### src/rtl/mips_control_fsm.sv
// Multi-cycle MIPS control unit: Moore FSM that sequences fetch/decode/execute/
// memory/writeback and drives the datapath selects from the latched opcode.
module mips_control_fsm (
  input  logic        clk,
  input  logic        resetN,
  input  logic        run,
  input  logic [5:0]  opCode,
  output logic        pcWrite,
  output logic        branch,
  output logic        regDst,
  output logic        regWrite,
  output logic        aluSrc,
  output logic        memToReg,
  output logic        memRead,
  output logic        memWrite,
  output logic        loadFullWord,
  output logic        loadSigned,
  output logic [2:0]  state,
  output logic        halted,
  output logic        illegalOp,
  output logic [15:0] instrCount
);

  localparam logic [5:0] OP_R    = 6'b000000;
  localparam logic [5:0] OP_LW   = 6'b100011;
  localparam logic [5:0] OP_LH   = 6'b100001;
  localparam logic [5:0] OP_LHU  = 6'b100101;
  localparam logic [5:0] OP_SW   = 6'b101011;
  localparam logic [5:0] OP_BEQ  = 6'b000100;
  localparam logic [5:0] OP_ADDI = 6'b001000;
  localparam logic [5:0] OP_HALT = 6'b111111;

  typedef enum logic [2:0] {
    IDLE   = 3'd0,
    FETCH  = 3'd1,
    DECODE = 3'd2,
    EXEC   = 3'd3,
    MEM    = 3'd4,
    WB     = 3'd5,
    HALT   = 3'd6
  } stateT;

  stateT       curState, nextState;
  logic [5:0]  irOp;
  logic [15:0] retired;

  logic isR, isAddi, isLw, isLh, isLhu, isSw, isBeq, isHalt, isLoad, isMemOp, isExec;

  assign isR     = (irOp == OP_R);
  assign isAddi  = (irOp == OP_ADDI);
  assign isLw    = (irOp == OP_LW);
  assign isLh    = (irOp == OP_LH);
  assign isLhu   = (irOp == OP_LHU);
  assign isSw    = (irOp == OP_SW);
  assign isBeq   = (irOp == OP_BEQ);
  assign isHalt  = (irOp == OP_HALT);
  assign isLoad  = isLw | isLh | isLhu;
  assign isMemOp = isLoad | isSw;
  assign isExec  = isR | isAddi | isMemOp | isBeq;

  always_ff @(posedge clk or negedge resetN) begin
    if (!resetN) begin
      curState <= IDLE;
      irOp     <= 6'd0;
    end else begin
      curState <= nextState;
      if (curState == FETCH) irOp <= opCode;
    end
  end

  // An instruction's last cycle falls back to FETCH, or IDLE once run has dropped.
  always_comb begin
    nextState = IDLE;
    case (curState)
      IDLE:    nextState = run ? FETCH : IDLE;
      FETCH:   nextState = DECODE;
      DECODE:  nextState = isHalt ? HALT : (isExec ? EXEC : FETCH);
      EXEC: begin
        if (isR || isAddi)  nextState = WB;
        else if (isMemOp)   nextState = MEM;
        else                nextState = run ? FETCH : IDLE;
      end
      MEM:     nextState = isLoad ? WB : (run ? FETCH : IDLE);
      WB:      nextState = run ? FETCH : IDLE;
      HALT:    nextState = HALT;
      default: nextState = IDLE;
    endcase
  end

  always_comb begin
    pcWrite      = 1'b0;
    branch       = 1'b0;
    regDst       = 1'b0;
    regWrite     = 1'b0;
    aluSrc       = 1'b0;
    memToReg     = 1'b0;
    memRead      = 1'b0;
    memWrite     = 1'b0;
    loadFullWord = 1'b0;
    loadSigned   = 1'b0;
    halted       = 1'b0;
    illegalOp    = 1'b0;
    case (curState)
      DECODE: illegalOp = !isHalt && !isExec;
      EXEC: begin
        aluSrc  = isAddi | isMemOp;
        regDst  = isR;
        branch  = isBeq;
        pcWrite = isBeq;
      end
      MEM: begin
        memRead      = isLoad;
        memWrite     = isSw;
        pcWrite      = isSw;
        loadFullWord = isLw;
        loadSigned   = isLh;
      end
      WB: begin
        regWrite     = 1'b1;
        pcWrite      = 1'b1;
        regDst       = isR;
        memToReg     = isLoad;
        // Load controls stay up so the read data is stable through the write.
        memRead      = isLoad;
        loadFullWord = isLw;
        loadSigned   = isLh;
      end
      HALT:    halted = 1'b1;
      default: ;
    endcase
  end

  always_ff @(posedge clk or negedge resetN) begin
    if (!resetN)      retired <= 16'd0;
    else if (pcWrite) retired <= retired + 16'd1;
  end

  assign instrCount = retired;
  assign state      = curState;

endmodule

### config.mk
export PLATFORM = sky130hd
export DESIGN_NAME = mips_control_fsm
export DESIGN_NICKNAME = d
export VERILOG_FILES = /design/src/rtl/mips_control_fsm.sv
export SDC_FILE = /design/constraint.sdc
export NUM_CORES = 1
export LEC_CHECK = 0
export BUFFER_PORTS_ARGS = -buffer_cell sky130_fd_sc_hd__buf_4
export CAP_MARGIN = 15
export CORE_MARGIN = 2
export CORE_UTILIZATION = 35
export CTS_CLUSTER_SIZE = 24
export DETAILED_ROUTE_END_ITERATION = 8
export SYNTH_ARGS = -nofsm -noshare
export SYNTH_HDL_FRONTEND = slang
export SYNTH_SLANG_ARGS = --single-unit
export TNS_END_PERCENT = 10
### constraint.sdc
create_clock -name clk -period 3.5 [get_ports clk]
set_clock_uncertainty 0.2 [all_clocks]
set_input_delay 0.175 -clock clk [delete_from_list [all_inputs] [get_ports clk]]
set_output_delay 0.175 -clock clk [all_outputs]
set_load 0.05 [all_outputs]
==> impl_metrics.ini, run 1 <==
[outcome]
outcome = finished, final reports clean

[power]
p_leak_nw = 0.857
power.internal_mw = 0.581
power_frac_seq_pct = 45.3
power_density_mw_per_mm2 = 540
switching_power_mw = 0.404
vdd_ir_drop_max_mv = 0.396
total_power_mw = 0.985
pwr-share-clk_pct = 17.5
comb_power_share_pct = 37.1
swShare_pct = 41.0

[drt]
via_per_inst = 5.42
first_pass_iters = 5
drc_errors = 0
routed-via-count = 1198
drtIter0Drc = 63
finalWirelength_mm = 3.19
wl_per_cell_um = 14.4
drtAntennaViolNets = 0

[grt]
grt_pass1_wl_mm = 5.16
grt_use_total_pct = 15.0
grt_pass1_vias = 1125
grt_max_degree = 26
overflow = 0
antenna_found_initial = 0

[sta]
min_period_ns = 2.84
hold_viol = 0
period_share_pct = 81.2
finalMaxSlewViolations = 0
max-slew-margin-rel_pct = 51.1
tightestPinTransition_ns = 0.730
finalSetupTns_ns = 0
setup_viol = 0
max_freq_mhz = 352
rsz0062_at_grt = false

[place]
gp_congestion = 0.811
dp.cells = 209
port_buffers = 39
dp_hpwl_mm = 2.30

[clock_tree]
clk_pin_slew_ns = 0.09
postCtsHoldBufs = 8
cts_resized = 0
clkLatencyLatePin_ns = 0.27
cts.sink_count = 25
root_buffer = clkbuf_8
cts_setup_buffers = 0
tritoncts = built
clock_path_buffers = 2
htree_num_levels = 1
cts_buffers = 3

[final_layout]
final_cells = 221
layout-drive-gt1-share_pct = 33.5
final_nets = 184
utilization_pct = 48.7
mostFrequentLayoutCell = buf_4
area_growth_pct = 31.0
insertedDiodeCount = 0
layout.cells.most_common_list = 39 x buf_4, 25 x dfrtp_1, 15 x xnor2_1, 10 x nor2_1, 9 x o2111ai_1

[synth]
ys_seq_elements = 25
synth_cell_type_count = 35
syn-cell-area_sq_mm = 0.00139
async_flop_share_pct = 100
seq_area_frac_synth_pct = 44.9
yosys_warnings = 0
syn_nets = 137
syn_inst = 127
syn_area_per_cell_sq_um = 11.0
ys.flop_type = dfrtp_1
synth_edf_count = 0

[worst_setup_path]
cp_max_fo = 16
rrSetupSlack_ns = 0.97
crit_type = reg -> out
arrival_ns = 2.47
end_kind = output port
r2r-start = irOp[0]$_DFFE_PN0P_
cp-start-kind = flop
worst-endpoint-required_ns = 3.12
r2r-end = instrCount[1]$_DFFE_PN0P_
reg2regPathDepth = 4

[job]
maxCapViolCount = 0

[floorplan]
fp.coreArea_sq_mm = 0.00374
die_h_um = 67.1
initial_core_util_pct = 37.2
die-area_sq_mm = 0.00450
row_count = 22
dieWidth_um = 67.1
ios = 40

[hold_path]
hp-class = in -> async
-- cells in the mapped netlist, types with 2 or more instances --
library cell / n / share of area [%]
and4_1: 3 / 1.9
nor2_1: 10 / 2.7
mux2_2: 7 / 5.7
xnor2_1: 15 / 9.4
dfrtp_1: 25 / 45
and3_1: 8 / 3.6
nand2_1: 4 / 1.1
inv_1: 2 / 0.54
buf_6: 3 / 2.4
and4_2: 3 / 2.2
o21ai_0: 5 / 1.8
o22ai_1: 2 / 0.90
and3_2: 2 / 1.1
o211ai_1: 2 / 1.1
nand4_1: 2 / 0.90
o2111ai_1: 9 / 5.7
a21oi_1: 5 / 1.8
nand2b_1: 3 / 1.3
-- flip-flops by register name (all words and copies together), names as in the netlist --
name and count:
instrCount 16, irOp 6, state 3
-- cell type report --
cell class / instances / area (sq um)
Clock buffer: 4 / 45.0
Inverter: 2 / 7.51
Fill cell: 371 / 1920
Sequential cell: 25 / 626
Tap cell: 48 / 60.1
Multi-Input combinational cell: 95 / 713
Timing Repair Buffer: 47 / 373
-- power by group through the flow --
stage / registers, mW / logic, mW / clock network (mW)
finish: 0.447 / 0.366 / 0.173
CTS: 0.444 / 0.369 / 0.182
global route: 0.458 / 0.397 / 0.190
global placement: 0.443 / 0.358 / 0
floorplan: 0.476 / 0.238 / 0
detailed placement: 0.450 / 0.361 / 0
-- layer usage --
layer / vias up / GRT usage, % / share of wire [%]
li1: 576 / - / -
met1: 588 / 20.1 / 48
met2: 28 / 24.0 / 47
met3: 6 / 1.35 / 2.8
met4: 0 / 7.14 / 1.7
met5: - / 0 / 0
-- worst max path at each step --
stage	startpoint	endpoint	slack [ns]
floorplan	state[2]$_DFF_PN0_	illegalOp	0.62
global placement	irOp[0]$_DFFE_PN0P_	pcWrite	1.02
detailed placement	irOp[0]$_DFFE_PN0P_	pcWrite	0.95
CTS	irOp[0]$_DFFE_PN0P_	pcWrite	0.64
global route	irOp[0]$_DFFE_PN0P_	pcWrite	0.45
finish	irOp[0]$_DFFE_PN0P_	pcWrite	0.66
-- through the flow --
step | setup slack, ns | hold slack [ns] | instance area (sq um)
finish | 0.659 | 0.142 | 1820
global route | 0.450 | 0.163 | 1820
CTS | 0.638 | 0.149 | 1820
detailed placement | 0.945 | -0.0979 | 1700
global placement | 1.02 | -0.105 | 1700
floorplan | 0.616 | -0.321 | 1390
-- logic make-up after synthesis --
family	Yosys count	synth area share, %
flops	25	44.9
compound gates	25	12.5
mux	7	5.66
fa+ha+maj	1	0.898
buf+inv	7	3.86
simple gates	46	22.1
xor+xnor	16	10.1
-- worst max-delay path: stages (launching register included) --
cell and delay [ns]:
dfrtp_1 0.44, or4_4 0.58, nor4b_4 0.68, nor2_1 0.20, inv_1 0.10, buf_4 0.19
Power figures use the tool's default switching activity.
==> inputs of run 2 (changes only) <==
--- a/config.mk
+++ b/config.mk
@@ -5,6 +5,7 @@
 export SDC_FILE = /design/constraint.sdc
 export NUM_CORES = 1
 export LEC_CHECK = 0
+export ABC_AREA = 1
 export BUFFER_PORTS_ARGS = -buffer_cell sky130_fd_sc_hd__buf_4
 export CAP_MARGIN = 15
 export CORE_MARGIN = 2
==> constraint.sdc (replaced) <==
create_clock -name clk -period 3 [get_ports clk]
set_clock_uncertainty 0.2 [all_clocks]
set_input_delay 0.15 -clock clk [delete_from_list [all_inputs] [get_ports clk]]
set_output_delay 0.15 -clock clk [all_outputs]
set_load 0.05 [all_outputs]
==> run 2 against run 1 <==
  * Design area grew 6.1%
  * Clock power grew 22%
  * Global-route usage is essentially flat
  * Critical path depth grew 3
  * Worst setup slack gained 0.14 ns
  * Non-clock buffer count shrank 1
  * Cell count grew 34%
  * Power grew 22%
==> impl_metrics.ini, run 2 <==
[grt]
grt_pass1_wl_mm = 5.96
overflow = 0
grt_max_degree = 26
grt_pass1_vias = 1356
antenna_found_initial = 0
grt_use_total_pct = 14.9

[job]
maxCapViolCount = 0

[floorplan]
initial_core_util_pct = 36.9
die_h_um = 69.1
die-area_sq_mm = 0.00478
row_count = 23
fp.coreArea_sq_mm = 0.00403
ios = 40
dieWidth_um = 69.1

[drt]
via_per_inst = 4.59
wl_per_cell_um = 11.5
routed-via-count = 1363
drtIter0Drc = 59
drc_errors = 0
finalWirelength_mm = 3.40
first_pass_iters = 4
drtAntennaViolNets = 0

[clock_tree]
cts_buffers = 3
clk_pin_slew_ns = 0.10
cts_setup_buffers = 0
htree_num_levels = 1
tritoncts = built
cts.sink_count = 25
clock_path_buffers = 2
root_buffer = clkbuf_8
clkLatencyLatePin_ns = 0.27

[sta]
finalSetupTns_ns = 0
min_period_ns = 2.20
max-slew-margin-rel_pct = 69.5
period_share_pct = 73.4
hold_viol = 0
setup_viol = 0
finalMaxSlewViolations = 0
rsz0062_at_grt = false
tightestPinTransition_ns = 0.456
max_freq_mhz = 454

[synth]
syn_nets = 210
syn-cell-area_sq_mm = 0.00149
syn_inst = 200
async_flop_share_pct = 100
synthMostInstantiatedCell = nand2_1
synth_top_area_share_pct = 42.1
synth_top_cell_by_area = dfrtp_1
syn_area_per_cell_sq_um = 7.43
seq_area_frac_synth_pct = 42.1
synth_common_cells = 51 x nand2_1, 29 x inv_1, 27 x nor2_1, 25 x dfrtp_1, 11 x nand3_1
ys.flop_type = dfrtp_1
ys_seq_elements = 25
synth_area_leaders = dfrtp_1 42%, nand2_1 13%, inv_1 7.3%, nor2_1 6.8%, xor2_1 5.3%
yosys_warnings = 0
synth_edf_count = 0
synth_cell_type_count = 26

[worst_setup_path]
arrival_ns = 1.85
worst-endpoint-required_ns = 2.65
end_kind = output port
crit_type = reg -> out
cp_max_fo = 5
slowest_delay_ns = 0.41
worst_path_max_delay_cell = dfrtp_1
cp-start-kind = flop
cp_cell_sequence = inv_1, nor2_4, nand3_1, nand2_1, nor2_1, nand4_1, nor3_1, buf_4

[power]
total_power_mw = 1.20
vdd_ir_drop_max_mv = 0.361
power_density_mw_per_mm2 = 622
p_leak_nw = 0.941

[place]
place_area_sq_mm = 0.00182
dp_hpwl_mm = 2.63
gp_congestion = 0.886
dp.cells = 286
port_buffers = 39

[outcome]
outcome = finished, final reports clean

[final_layout]
mostFrequentLayoutCell = nand2_1
largest_reg_flops = 16
final_area_sq_mm = 0.00194
final_nets = 258
area_growth_pct = 30.3
layout.cells.most_common_list = 51 x nand2_1, 39 x buf_4, 29 x inv_1, 27 x nor2_1, 25 x dfrtp_1
layout-drive-gt1-share_pct = 21.9
final_cells = 297
insertedDiodeCount = 0

[hold_path]
hp-class = in -> reg
[run 2: path summary, 6_finish.rpt]
check	slack, ns	to	from	depth (start not counted)
min in group asynchronous	0.11	irOp[4]$_DFFE_PN0P_	resetN	2
max	0.80	illegalOp	irOp[5]$_DFFE_PN0P_	8
max reg2reg	1.18	instrCount[12]$_DFFE_PN0P_	irOp[5]$_DFFE_PN0P_	9
min	0.1	state[0]$_DFF_PN0_	run	5
min reg2reg	0.31	instrCount[3]$_DFFE_PN0P_	instrCount[3]$_DFFE_PN0P_	1
max in group asynchronous	2.24	state[1]$_DFF_PN0_	resetN	2
[run 2: where the power goes]
group | internal, mW | leakage (nW) | switching (mW)
Clock | 0.0942 | 0.0217 | 0.117
Sequential | 0.401 | 0.329 | 0.0773
Combinational | 0.167 | 0.591 | 0.346
[run 2: cell families (layout without fill, tap and decap cells)]
kind of cell	after synthesis	in the layout	synth area share [%]
buf+inv	34	81	9.43
flops	25	25	42.1
compound gates	13	13	4.55
simple gates	111	111	33.3
fa+ha+maj	1	1	0.842
xor+xnor	14	14	8.26
mux	2	2	1.52
[run 2: stage by stage]
stage / hold WS [ns] / worst slack, ns / util, %
finish: 0.0969 / 0.798 / 48.0
global route: 0.133 / 0.620 / 48.0
detailed placement: -0.123 / 1.10 / 45.1
floorplan: -0.346 / 0.633 / -
CTS: 0.0903 / 0.783 / 48.0
global placement: -0.122 / 1.09 / 45.1
[run 2: layout make-up]
class,instances,area (sq um)
multi-input combinational,141,719
clock buffer,3,41.3
inverter,31,116
sequential,25,626
clock inverter,1,7.51
tap,50,62.6
fill,432,2090
timing repair buffer,46,363
[run 2: layer usage]
metal  up-vias  GRT usage, %  wire length [um]
met3         2          1.90                63
li1        717             -                 -
met2        16          23.3              1550
met1       628          21.9              1760
met5         -             0                 0
met4         0          3.92                27
[run 2: timing repair]
action,4_1_cts,5_1_grt
hold endpoints to repair,31,0
hold buffers,7,0
resized for setup,0,0
[run 2: critical path, delay by kind of cell, from the launching register on]
kind          cells  cell delay (ns)
simple gates      6             0.82
flops             1             0.41
buf+inv           2             0.36
